File: src/rtl/wimax_rx_pkg.sv
// WiMAX receive-side shared definitions: block geometry defaults,
// derived widths and the reference deinterleaver index function.
package wimax_rx_pkg;

   localparam int NCBPS_DEF = 192;
   localparam int D_DEF     = 16;
   localparam int NCPC_DEF  = 2;
   localparam int COLS_DEF  = NCBPS_DEF / D_DEF;
   localparam int AW_DEF    = $clog2(NCBPS_DEF);

   // Position k in FEC order of the j-th received bit (QPSK, s=1).
   function automatic int deint_index(
      input int j,
      input int ncbps = NCBPS_DEF,
      input int d     = D_DEF
   );
      return d * j - (ncbps - 1) * ((d * j) / ncbps);
   endfunction

endpackage

File: src/rtl/wimax_deint_addr_gen.sv
// Incremental write-address generator for the deinterleaver.
// Ports: clk_ref, rst, advance (bit accepted), clear (block start), k (address).
module wimax_deint_addr_gen
   import wimax_rx_pkg::*;
#(
   parameter int NCBPS = NCBPS_DEF,
   parameter int D     = D_DEF,
   localparam int AW   = $clog2(NCBPS)
) (
   input  logic          clk_ref,
   input  logic          rst,
   input  logic          advance,
   input  logic          clear,
   output logic [AW-1:0] k
);

   localparam int COLS = NCBPS / D;
   localparam int CW   = (COLS > 1) ? $clog2(COLS) : 1;
   localparam int RW   = (D > 1) ? $clog2(D) : 1;

   localparam logic [CW-1:0] COL_LAST = CW'(COLS - 1);
   localparam logic [AW-1:0] K_STEP   = AW'(D);

   logic [CW-1:0] r_col;
   logic [RW-1:0] r_row;
   logic [AW-1:0] r_k;

   // Walking a row adds D; wrapping to the next row restarts at row+1.
   always_ff @(posedge clk_ref) begin
      if (rst || clear) begin
         r_col <= '0;
         r_row <= '0;
         r_k   <= '0;
      end else if (advance) begin
         if (r_col == COL_LAST) begin
            r_k   <= AW'(r_row) + AW'(1);
            r_col <= '0;
            r_row <= r_row + 1'b1;
         end else begin
            r_k   <= r_k + K_STEP;
            r_col <= r_col + 1'b1;
         end
      end
   end

   assign k = r_k;

endmodule

File: src/rtl/wimax_deinterleaver.sv
// Ping-pong block deinterleaver: serial bits in, FEC-order bits out.
// Ports: clk_ref, rst, valid_in/data_in/ready_in (in), valid_out/data_out/data_last/ready_out (out).
module wimax_deinterleaver
   import wimax_rx_pkg::*;
#(
   parameter int NCBPS = NCBPS_DEF,
   parameter int D     = D_DEF,
   parameter int NCPC  = NCPC_DEF
) (
   input  logic clk_ref,
   input  logic rst,
   input  logic valid_in,
   input  logic data_in,
   output logic ready_in,
   output logic valid_out,
   output logic data_out,
   output logic data_last,
   input  logic ready_out
);

   localparam int AW = $clog2(NCBPS);
   localparam logic [AW-1:0] LAST = AW'(NCBPS - 1);

   generate
      if (NCPC != 2) begin : g_bad_ncpc
         $error("wimax_deinterleaver: only NCPC=2 is supported");
      end
      if ((NCBPS % D) != 0) begin : g_bad_d
         $error("wimax_deinterleaver: NCBPS must be divisible by D");
      end
   endgenerate

   logic [NCBPS-1:0] r_bank [2];
   logic [1:0]       r_full;
   logic             r_wr_bank;
   logic             r_rd_bank;
   logic [AW-1:0]    r_rd_cnt;

   logic [AW-1:0]    w_wr_addr;
   logic             w_wr_fire;
   logic             w_wr_done;
   logic             w_rd_fire;
   logic             w_rd_done;
   logic [1:0]       w_full_nxt;

   assign ready_in  = !r_full[r_wr_bank];
   assign valid_out = r_full[r_rd_bank];
   assign data_out  = valid_out & r_bank[r_rd_bank][r_rd_cnt];
   assign data_last = valid_out && (r_rd_cnt == LAST);

   assign w_wr_fire = valid_in && ready_in;
   assign w_rd_fire = valid_out && ready_out;
   assign w_rd_done = w_rd_fire && (r_rd_cnt == LAST);

   // The permutation maps j=NCBPS-1 to k=NCBPS-1 and nothing else
   // there, so the address alone marks the final bit of a block.
   assign w_wr_done = w_wr_fire && (w_wr_addr == LAST);

   wimax_deint_addr_gen #(
      .NCBPS (NCBPS),
      .D     (D)
   ) u_addr_gen (
      .clk_ref (clk_ref),
      .rst     (rst),
      .advance (w_wr_fire),
      .clear   (w_wr_done),
      .k       (w_wr_addr)
   );

   // Writer only fills a non-full bank and reader only frees a full
   // one, so a same-cycle set and clear always hit different flags.
   always_comb begin
      w_full_nxt = r_full;
      if (w_wr_done) w_full_nxt[r_wr_bank] = 1'b1;
      if (w_rd_done) w_full_nxt[r_rd_bank] = 1'b0;
   end

   always_ff @(posedge clk_ref) begin
      if (rst) begin
         r_full    <= '0;
         r_wr_bank <= 1'b0;
         r_rd_bank <= 1'b0;
         r_rd_cnt  <= '0;
      end else begin
         r_full <= w_full_nxt;
         if (w_wr_done) r_wr_bank <= !r_wr_bank;
         if (w_rd_fire) begin
            if (w_rd_done) begin
               r_rd_cnt  <= '0;
               r_rd_bank <= !r_rd_bank;
            end else begin
               r_rd_cnt  <= r_rd_cnt + 1'b1;
            end
         end
      end
   end

   // Bank storage carries no reset; contents are qualified by r_full.
   always_ff @(posedge clk_ref) begin
      if (w_wr_fire) r_bank[r_wr_bank][w_wr_addr] <= data_in;
   end

endmodule

File: config.mk
export PLATFORM = sky130hd
export DESIGN_NAME = wimax_deinterleaver
export DESIGN_NICKNAME = d
export VERILOG_FILES = /design/src/rtl/wimax_rx_pkg.sv /design/src/rtl/wimax_deint_addr_gen.sv /design/src/rtl/wimax_deinterleaver.sv
export SDC_FILE = /design/constraint.sdc
export NUM_CORES = 1
export LEC_CHECK = 0
export BUFFER_PORTS_ARGS = -buffer_cell sky130_fd_sc_hd__buf_2
export CORE_MARGIN = 1.5
export CORE_UTILIZATION = 55
export CTS_BUF_LIST = sky130_fd_sc_hd__clkbuf_4
export CTS_CLUSTER_SIZE = 20
export DETAILED_ROUTE_END_ITERATION = 10
export PLACE_DENSITY = 0.71
export RECOVER_POWER = 50
export SLEW_MARGIN = 20
export SYNTH_ARGS = -nofsm -noshare
export SYNTH_HDL_FRONTEND = slang
export SYNTH_SLANG_ARGS = --single-unit
export TNS_END_PERCENT = 5
File: constraint.sdc
create_clock -name clk_ref -period 4.5 [get_ports clk_ref]
set_clock_uncertainty 0.2 [all_clocks]
set_input_delay 0.675 -clock clk_ref [delete_from_list [all_inputs] [get_ports clk_ref]]
set_output_delay 0.675 -clock clk_ref [all_outputs]
set_load 0.05 [all_outputs]
==> impl_metrics.ini <==
[clock_tree]
cts_max_level = 3
worstSkewPairLatency_ps = 750
clockBufferDepth = 3
cts_buffers = 104
cts_root_buf = clkbuf_4
cts_tree = done
clock-sinks = 413
clk_pin_slew_ps = 70

[status]
status = complete, but fails checks
violations = capacitance limit, slew limit

[yosys]
synth_cell_types = 49
synthesis.area_mm2 = 0.0180
synth-compound-area-share_pct = 2.32
post_synth_fa_ha_maj_area_fraction_pct = 0.487
seq_area_frac_synth_pct = 67.3
synth-seq-cells = 413
yosys.area_share.simple_pct = 12.8
avgSynthCellArea_um2 = 13.8
ys_warn_count = 0
synth.area.mux_share_pct = 13.4
synth_edf_count = 384
synth_ff_type = edfxtp_1
synth_top_family_by_area = multiplexers
syn_inst = 1302
syn-num-nets = 1314
synthArstFlopShare_pct = 0
synthXorXnorAreaFrac_pct = 0.876

[hold_path]
hp-class = in -> reg

[worst_setup_path]
path_class = reg -> out
end_kind = primary output
critPathMaxFanout = 11
cp_num_buf_inv = 2
slowest_delay_ps = 530
rr_worst_depth = 6
reg2reg_slack_ps = 920
crit_family = multiplexers
worstPathRequired_ps = 3620
crit_top_cell = mux4_2
reg2reg_to = r_bank[1][112]
crit_path_top_delay_cell = mux4_2
endpoint = data_out
arrival_ps = 3560
critPathLaunchType = register
critical_path.cell_chain = buf_12 -> mux4_2 -> mux4_2 -> mux2_2 -> a22oi_2 -> a211o_1 -> o211ai_1 -> buf_2
worst-path-stages = 8
reg2reg_from = r_wr_bank

[sta]
finalHoldViolCount = 0
min_period_ps = 4430
worst_slew_pin_slew_ps = 2660
min_period_over_period_pct = 98.5
report.final.slew_viol_count = 264
setup_violations = 0
fmax_ghz = 0.226
max_slew_margin_pct = -77.0

[drt]
drt.antenna.violating_nets = 0
wl_per_cell_um = 22.7
postRouteWirelength_mm = 42.7
dr.first_iter.drc_count = 1208
drc = 0
drt-vias-per-instance = 6.00
via_count = 11300
dr.pass1.iters = 5

[pwr]
power.clock.fraction_pct = 41.9
seqPwrFrac_pct = 56.9
p_int_uw = 5840
p_per_area_mw_per_mm2 = 371
vdd_drop_max_v = 0.000187
p_sw_share_pct = 21.0
p_switching_uw = 1550
pwr-share-comb_pct = 1.3
leakagePower_uw = 0.00602

[final_layout]
final_cell_mix = nor2_1 (425), edfxtp_1 (384), clkbuf_4 (155)
syn_to_final_growth_pct = 10.7
final_common_cell = nor2_1
final_cells = 1882
nNetsFinal = 1379
fillCellCount = 2572
drive_gt1_share_pct = 22.5
final_core_util_pct = 61.5

[grt]
grt.overflow.total = 0
first_global_vias = 11300
grt_usage_pct = 26.1
grt_pass1_wl_mm = 65.0
grt_max_degree = 151
antenna_found_initial = 2

[die]
fp.coreArea_mm2 = 0.0324
num_io_pins = 9
die-area_mm2 = 0.0338
num_rows = 66
start_util_pct = 55.6
dieWidth_um = 184
die_y_um = 184

[placement]
routabilityCongestion = 0.804
place_inst = 1696
hpwlAfterDp_mm = 24.4
place.port_buffers = 8

[flow_run]
maxCapViolations = 2
==> cell type report <==
type                       count  area (µm²)  area share (%)
inverter                       5        18.8          0.0943
tap                          442         553            2.78
multi-input combinational    785        5400            27.1
timing repair buffer          58         515            2.59
sequential                   413       12100            60.9
clock inverter                22         135           0.679
antenna                        2        5.00          0.0251
clock buffer                 155        1160            5.84
==> how the worst min path moves through the flow <==
| stage | endpoint | cells past startpoint | start |
|---|---|---|---|
| 2_1_floorplan | u_addr_gen.r_row[1] | 2 | u_addr_gen.r_row[1] |
| 3_3_place_gp | u_addr_gen.r_col[1] | 2 | u_addr_gen.r_col[1] |
| 3_5_place_dp | u_addr_gen.r_col[1] | 2 | u_addr_gen.r_col[1] |
| 4_1_cts | register | 2 | rst |
| 5_1_grt | r_wr_bank | 2 | rst |
| 6_report | register | 2 | rst |
==> flip-flops by register name, summed over array words and instances (netlist names), named ones only <==
name,cells
r_bank,384
r_rd_cnt,8
u_addr_gen.k,8
u_addr_gen.r_col,4
u_addr_gen.r_row,4
r_full,2
r_rd_bank,1
r_wr_bank,1
==> cells by family after synthesis <==
group / count (synthesis)
AO/OA/AOI/OAI: 59
buffers and inverters: 104
multiplexers: 129
adder cells (fa/ha/maj): 7
XOR/XNOR: 18
flip-flops: 413
AND/OR/NAND/NOR: 572
==> through the flow <==
step | worst slack (ps) | area, µm² | hold WS [ps] | power, µW | setup TNS (ps)
after global routing | -6.53 | 19900 | 48.8 | 7670 | -6.53
after CTS | 22.3 | 19900 | 27.6 | 7450 | 0
final | 68.6 | 19900 | 72.5 | 7390 | 0
after floorplan | 1020 | 18000 | 254 | 4310 | 0
after detailed placement | 614 | 18500 | 274 | 4380 | 0
after global placement | 685 | 18500 | 268 | 4370 | 0
==> cell usage after synthesis (all sizes together), types with 3 or more instances <==
cell type | n | area (µm²)
nor2 | 425 | 1600
edfxtp | 384 | 11500
mux4 | 89 | 2000
clkbuf | 73 | 274
nand2 | 67 | 251
mux2i | 34 | 340
dfxtp | 29 | 581
buf | 26 | 206
nand3 | 18 | 90.1
nor3 | 15 | 75.1
a21oi | 12 | 60.1
xor2 | 12 | 105
nor2b | 11 | 68.8
nand4 | 10 | 62.6
a221oi | 8 | 70.1
o21ai | 8 | 40.0
a211oi | 7 | 52.6
ha | 7 | 87.6
a22oi | 6 | 45.0
mux2 | 6 | 67.6
nand2b | 6 | 37.5
xnor2 | 6 | 52.6
and2 | 4 | 25.0
inv | 4 | 15.0
or2 | 4 | 25.0
or3 | 4 | 25.0
a211o | 3 | 26.3
a221o | 3 | 30.0
and3 | 3 | 18.8
==> power by group through the flow <==
stage / combinational, µW / sequential, µW / clock [µW]
2_1_floorplan: 30.1 / 4280 / 0
3_3_place_gp: 92.7 / 4280 / 0
3_5_place_dp: 95.5 / 4280 / 0
4_1_cts: 95.7 / 4200 / 3150
5_1_grt: 102 / 4200 / 3360
6_report: 92.4 / 4200 / 3100
==> routing by layer <==
| layer | vias to the layer above | track usage [%] | wire length, µm |
|---|---|---|---|
| li1 | 4949 | - | - |
| met1 | 5714 | 35.2 | 17300 |
| met2 | 550 | 41.3 | 20500 |
| met3 | 84 | 6.30 | 3720 |
| met4 | 0 | 10.6 | 1160 |
| met5 | - | 0 | 0 |
==> what timing repair did <==
item / in CTS / in global routing
pin swaps: 0 / 0
setup buffers: 3 / 2
gates resized for setup: 2 / 3
cloned: 0 / 2
setup endpoints to repair: 1 / 1
hold buffers: 0 / 0
Power figures use the tool's default switching activity.
